**config.mk**
```make
export PLATFORM = sky130hd
export DESIGN_NAME = imm_encode_unit
export DESIGN_NICKNAME = d
export VERILOG_FILES = /design/src/rtl/imm_encode_unit.sv
export SDC_FILE = /design/constraint.sdc
export NUM_CORES = 1
export LEC_CHECK = 0
export CORE_MARGIN = 4
export CORE_UTILIZATION = 49
export CTS_CLUSTER_SIZE = 12
export DETAILED_ROUTE_END_ITERATION = 8
export GPL_ROUTABILITY_DRIVEN = 0
export PLACE_DENSITY = 0.79
export SLEW_MARGIN = 20
export SYNTH_ARGS = -nofsm -noshare
export SYNTH_HDL_FRONTEND = slang
export SYNTH_SLANG_ARGS = --single-unit
```
**constraint.sdc**
```tcl
create_clock -name clk -period 4.2 [get_ports clk]
set_input_delay 1.26 -clock clk [delete_from_list [all_inputs] [get_ports clk]]
set_output_delay 1.26 -clock clk [all_outputs]
set_load 0.01 [all_outputs]
```
**src/rtl/imm_encode_unit.sv**
```systemverilog
// Immediate encoder: places a two's-complement immediate into the RISC-V
// instruction bit positions for its type, with a two-stage valid/ready pipeline.
module imm_encode_unit #(
  parameter int CNT_W = 16
) (
  input  logic             clk,
  input  logic             rst,
  input  logic             in_valid,
  output logic             in_ready,
  input  logic [2:0]       in_type,
  input  logic [31:0]      in_imm,
  input  logic [31:0]      in_base,
  output logic             out_valid,
  input  logic             out_ready,
  output logic [31:0]      out_inst,
  output logic             out_err,
  output logic [CNT_W-1:0] acc_cnt,
  output logic [CNT_W-1:0] err_cnt
);

  localparam logic [2:0] T_R = 3'd0;
  localparam logic [2:0] T_I = 3'd1;
  localparam logic [2:0] T_S = 3'd2;
  localparam logic [2:0] T_B = 3'd3;
  localparam logic [2:0] T_U = 3'd4;
  localparam logic [2:0] T_J = 3'd5;

  function automatic logic legal_imm(input logic [2:0] t, input logic signed [31:0] imm);
    case (t)
      T_I, T_S: return (&imm[31:11]) | ~(|imm[31:11]);
      T_B:      return ((&imm[31:12]) | ~(|imm[31:12])) & ~imm[0];
      T_J:      return ((&imm[31:20]) | ~(|imm[31:20])) & ~imm[0];
      T_U:      return ~(|imm[11:0]);
      T_R:      return ~(|imm);
      default:  return 1'b0;
    endcase
  endfunction

  function automatic logic [31:0] imm_mask(input logic [2:0] t);
    case (t)
      T_I:      return 32'hFFF0_0000;
      T_S, T_B: return 32'hFE00_0F80;
      T_U, T_J: return 32'hFFFF_F000;
      default:  return 32'h0000_0000;
    endcase
  endfunction

  function automatic logic [31:0] place_imm(input logic [2:0] t, input logic signed [31:0] imm);
    logic [31:0] p;
    p = '0;
    case (t)
      T_I: p[31:20] = imm[11:0];
      T_S: begin
        p[31:25] = imm[11:5];
        p[11:7]  = imm[4:0];
      end
      T_B: begin
        p[31]    = imm[12];
        p[30:25] = imm[10:5];
        p[11:8]  = imm[4:1];
        p[7]     = imm[11];
      end
      T_U: p[31:12] = imm[31:12];
      T_J: begin
        p[31]    = imm[20];
        p[30:21] = imm[10:1];
        p[20]    = imm[11];
        p[19:12] = imm[19:12];
      end
      default: p = '0;
    endcase
    return p;
  endfunction

  function automatic logic [CNT_W-1:0] sat_inc(input logic [CNT_W-1:0] c);
    return (&c) ? c : c + 1'b1;
  endfunction

  logic               rdy_en;
  logic               vld_p1, vld_p2;
  logic [2:0]         type_p1;
  logic signed [31:0] imm_p1;
  logic [31:0]        base_p1;
  logic               ok_p1;
  logic [31:0]        inst_p2;
  logic               err_p2;
  logic               adv_p1, adv_p2, in_fire, out_fire;
  logic [31:0]        enc_inst;

  assign adv_p2   = !vld_p2 | out_ready;
  assign adv_p1   = !vld_p1 | adv_p2;
  assign in_ready = rdy_en & adv_p1;
  assign in_fire  = in_valid & in_ready;
  assign out_fire = vld_p2 & out_ready;

  // in_ready is held low until the first edge after reset release
  always_ff @(posedge clk or posedge rst) begin
    if (rst) rdy_en <= 1'b0;
    else     rdy_en <= 1'b1;
  end

  // S1: capture inputs, decide representability
  always_ff @(posedge clk or posedge rst) begin
    if (rst)         vld_p1 <= 1'b0;
    else if (adv_p1) vld_p1 <= in_fire;
  end

  always_ff @(posedge clk) begin
    if (in_fire) begin
      type_p1 <= in_type;
      imm_p1  <= in_imm;
      base_p1 <= in_base;
      ok_p1   <= legal_imm(in_type, in_imm);
    end
  end

  // Illegal types pass the base word through untouched; otherwise the
  // immediate field is cleared and refilled only when representable.
  always_comb begin
    enc_inst = base_p1;
    if (type_p1 <= T_J)
      enc_inst = (base_p1 & ~imm_mask(type_p1)) | (ok_p1 ? place_imm(type_p1, imm_p1) : 32'h0);
  end

  // S2: encoded word held for the consumer
  always_ff @(posedge clk or posedge rst) begin
    if (rst) begin
      vld_p2  <= 1'b0;
      inst_p2 <= '0;
      err_p2  <= 1'b0;
    end else if (adv_p2) begin
      vld_p2 <= vld_p1;
      if (vld_p1) begin
        inst_p2 <= enc_inst;
        err_p2  <= !ok_p1;
      end
    end
  end

  always_ff @(posedge clk or posedge rst) begin
    if (rst) begin
      acc_cnt <= '0;
      err_cnt <= '0;
    end else begin
      if (in_fire)           acc_cnt <= sat_inc(acc_cnt);
      if (out_fire & err_p2) err_cnt <= sat_inc(err_cnt);
    end
  end

  assign out_valid = vld_p2;
  assign out_inst  = inst_p2;
  assign out_err   = err_p2;

endmodule

```
# After elaboration in Yosys (flattened, before gate mapping)
# Index checks and enable logic that the tools add are counted.
# totals
reg_bits	136
inputBits	71
output_inout_bits	67
wordCells	81
# classes
add_sub_neg	2
magnitude_cmp	1
n_eq_ne	10
n_mux	14
bitwise	22
reduce_logical	21
# ops
cell	count
two-way mux 32 bit	3
case mux 32 bit (3 select lines)	1
adder 16 x 1 -> 16 bit, second input constant	2
bitwise AND 32 bit	1
inverter 32 bit	1
OR 32 bit	1
AND reduction 16 bit	2
OR reduction 32 bit	1
case mux 7 bit (4 select lines)	1
OR reduction 12 bit	2
AND reduction 21 bit	1
OR reduction 21 bit	1
AND reduction 20 bit	1
OR reduction 20 bit	1
two-way mux 8 bit	2
case mux 5 bit (3 select lines)	1
two-way mux 7 bit	2
== test 3 x 2 -> 1 bit, second input constant	4
== test 3 bit, second input constant	4
AND reduction 12 bit	1
two-way mux 5 bit	2
case mux 5 bit (2 select lines)	1
inverter 1 bit	8
OR reduction 2 bit	4
8 further kinds	22

# Longest topological paths before layout
# logic_depth
ltp_word	8
ltp_mapped	8
depth_no_buf	6

# Worst setup path after synthesis
# OpenSTA, ideal clock, no wires.
# synth_timing
path_type	input port to flip-flop
start	in out_ready
end	reg acc_cnt[15]
setup_ns	0.126
arrival_time_ns	3.748
path_slack_ns	0.326
path_stages	6
n_path_buf	0
path_cell_list	nand3b_1 nand3_1 inv_1 and4_4 or3b_1 xnor2_1
# synth_between
elab_chain_len	5
# synth_rtl
element	line	rtl
from (decl)	14	input logic out_ready,
OR 1 bit	90	assign adv_p2 = !vld_p2 | out_ready;
OR 1 bit	91	assign adv_p1 = !vld_p1 | adv_p2;
bitwise AND 1 bit	92	assign in_ready = rdy_en & adv_p1;
bitwise AND 1 bit	93	assign in_fire = in_valid & in_ready;
net in_fire	87	logic adv_p1, adv_p2, in_fire, out_fire;
AND reduction 2 bit (no source line)	-	
to (signal assigned)	145	if (in_fire) acc_cnt <= sat_inc(acc_cnt);
to (decl)	17	output logic [CNT_W-1:0] acc_cnt,
# The timed path passes the listed nets, and every way through them passes these cells.
# A chain may end at the register's enable or synchronous reset.

# Final worst setup path
# layout_timing
start	in out_ready
end	out in_ready
# layout_between
elab_chain_len	3
# layout_rtl
element	line	rtl
OR 1 bit	90	
OR 1 bit	91	
bitwise AND 1 bit	92	
to (decl)	9	output logic in_ready,
# Every way passes these cells.

==> metrics.csv <==
metric;value;unit
Fin Hold WS;465.4;ps
CTS clock-pin slew for the worst setup and hold paths;50;ps
Register-to-Register Path Depth;5;
Worst Path Required;2940;ps
CTS buffer count;17;
global-route usage over all layers;20.13;%
Hold Path Stages;1;
DP HPWL;9.245;mm
Hold Path Origin;ok_p1;
CTS sink cnt;136;
boundary pin count;138;
CP arrival;2620;ps
CTS tree;done;
WP buf/inv;2;
Residual DRC;0;
final worst-path cycle share;92.34;%
die width;114.8;µm
Syn Nets;498;
nets;643;
Reg2Reg Capture Point;out_inst[21];
Max-slew headroom;38.61;%
Overflow after GRT;0;
Cell Pwr Density;500.7;nW/µm²
flops & latches, synth;136;
Leak Pwr;3.048;nW
# rows;38;
sequential area share after synthesis;67.01;%
Final Core Density;70.39;%
setup_tns;0;ps
DRT iter0 DRCs;333;
Setup violations, final;0;
cell area after layout;7731;µm²
number of fill cells;767;
clk_lat worst skew;400;ps
Crit Path Max Fanout;3;
Via density;5.592;
initial antenna violation count;0;
Max Transition Viols Final;0;
Die Ht;114.8;µm
Final Total Pwr;3.871;mW
final hold vios;0;
Max VDD drop;0.0002683;V
RR Startpoint;type_p1[0];
Max clock buf depth;2;
Synth cell types;44;
Core Box Area;10980;µm²
pin count of the biggest net entering global routing;69;
hold crit path type;reg2reg;
crit-path cells;clkdlybuf4s50_1, nand3b_1, and2_1, clkdlybuf4s50_1;
unrepaired setup endpoints after global routing;false;
DR WL/cell;17.60;µm
outcome;complete, no violations;
FF-to-FF setup slack;1950;ps
cells after synthesis;420;
Top delay family on crit path;buffers and inverters;
Min Clock Period, post-route;3878;ps
asr flop ratio synth;50.00;%
IO Port Bufs;137;
Worst path most repeated cell;clkdlybuf4s50_1;
Initial Util;50.87;%
maxcap violations;0;
Setup CP Type;in2out;
hold buffer count at cts;0;
number of flops mapped to enable cells by yosys;68;
top_reg_cell synth;edfxtp_1;
Syn Area/Cell;13.30;µm²
post-route ant nets;0;
first drt pass iteration count;5;
largest stage delay on the critical path;530;ps
H-tree levels;4;
CP Launch Type;input pin;
post_cts resized;0;
yosys warns;0;
die footprint;13170;µm²
post-synth design cell area;5587;µm²
max frequency;257.8;MHz
critical path endpoint category;primary output;
layout cells sized above 1;10.03;%
DP Area;7107;µm²
Tightest Pin Transition;917.6;ps
final wirelength;12.64;mm
slowest stage cell, crit path;clkdlybuf4s50_1;
vias in the first global route;4202;
DR vias;4015;
Final Skew;5.138;ps
root buffer cell;clkbuf_16;
Layout area overhead;38.39;%
hold endpoint;out_err;
Post-CTS Setup Inserts;0;
# diodes;0;
first-pass GRT wire length;20.53;mm
[worst max-delay path by stage]
stage	start	to	slack (ps)	depth (start not counted)
CTS	out_ready	in_ready	320	4
finish	out_ready	in_ready	320	4
detailed placement	out_ready	in_ready	320	4
floorplan	out_ready	acc_cnt[15]	330	6
global placement	out_ready	in_ready	400	4
global route	out_ready	in_ready	280	4
[area by class of cell]
class,instances,area (µm²),area share [%]
timing repair buffer,141,1401,18.13
clock buffer,17,425.4,5.503
sequential,136,3744,48.42
tap,140,175.2,2.266
inverter,8,30.03,0.3884
multi-input combinational,261,1757,22.72
clock inverter,15,198.9,2.573
[layout by cell type (no fill, tap or decap), types with 5 or more instances in the layout]
cell type	n
a22oi_1	24
a22o_1	11
and3_1	5
mux2_2	12
clkdlybuf4s50_1	137
ha_1	7
nor2_1	13
nand4_1	17
a2bb2oi_1	6
dfrtp_1	68
clkbuf_16	17
xor2_1	12
o21ai_0	30
nand2_1	36
xnor2_1	18
nand2b_1	5
edfxtp_1	68
nand3_1	14
inv_1	5
nor4_1	9
[power by group]
group	internal [mW]	switching (mW)	total, mW	leakage (nW)
clock network	0.996	0.548	1.54	0.304
registers	1.56	0.126	1.69	1.51
logic	0.362	0.278	0.640	1.23
[cells by family (layout without fill, tap and decap cells)]
kind of cell	after synthesis	after routing	synth area share, %
AOI/OAI and AO/OA	84	84	10.17
buffers and inverters	23	181	1.590
muxes	13	13	2.598
xor gates and xnor gates	30	30	4.703
adders and majority gates	7	7	1.568
and+or+nand+nor	126	126	12.30
other	1	1	0.06712
DFF	136	136	67.01
[Yosys cell counts, drive strengths merged (2+ instances only)]
library cell   n  area (µm²)
mux2          12       135.1
clkbuf        11       41.29
nand2         37       138.9
a31oi          2       12.51
a21oi          4       20.02
nor2b          3       18.77
nor4           9       56.30
nor2          13       48.80
a22o          11       96.34
nand4b         2       17.52
nand3b         2       15.01
buf            4       17.52
a21o           2       15.01
ha             7       87.58
nand3         14       70.07
nand4         17       106.4
or4            2       15.01
and2           3       18.77
edfxtp        68        2042
xor2          12       105.1
nand2b         5       31.28
dfrtp         68        1702
a22oi         24       180.2
and4           5       48.80
or3b           2       17.52
o21ai         31       155.1
nor3           2       10.01
inv            8       30.03
xnor2         18       157.7
and3           9       65.06
a2bb2oi        6       52.55
[through the flow]
stage / setup slack [ps] / cells
3_5_place_dp: 323.6 / 686
5_1_grt: 275.1 / 718
2_1_floorplan: 326.1 / 420
6_report: 321.8 / 718
3_3_place_gp: 403.5 / 686
4_1_cts: 318.0 / 718
[worst register-to-register path: stages (launching register included)]
cell and delay [ps]:
edfxtp_1 760, or3b_1 450, a21o_1 300, a21o_1 250
a22oi_1 220, o21ai_0 110
[state kept, by name, summed over array words and instances, names as in the netlist]
register   cells
ok_p1          1
out_inst      32
imm_p1        32
type_p1        3
vld_p1         1
rdy_en         1
acc_cnt       16
base_p1       32
out_err        1
err_cnt       16
out_valid      1
[metal layers]
metal	vias to the layer above	GRT usage [%]	wire length, µm
met5	-	0	0
met4	0	7.433	209
met3	20	5.895	949
met2	178	32.60	6146
met1	1940	26.02	5330
li1	1877	-	-
Power figures use the tool's default switching activity.
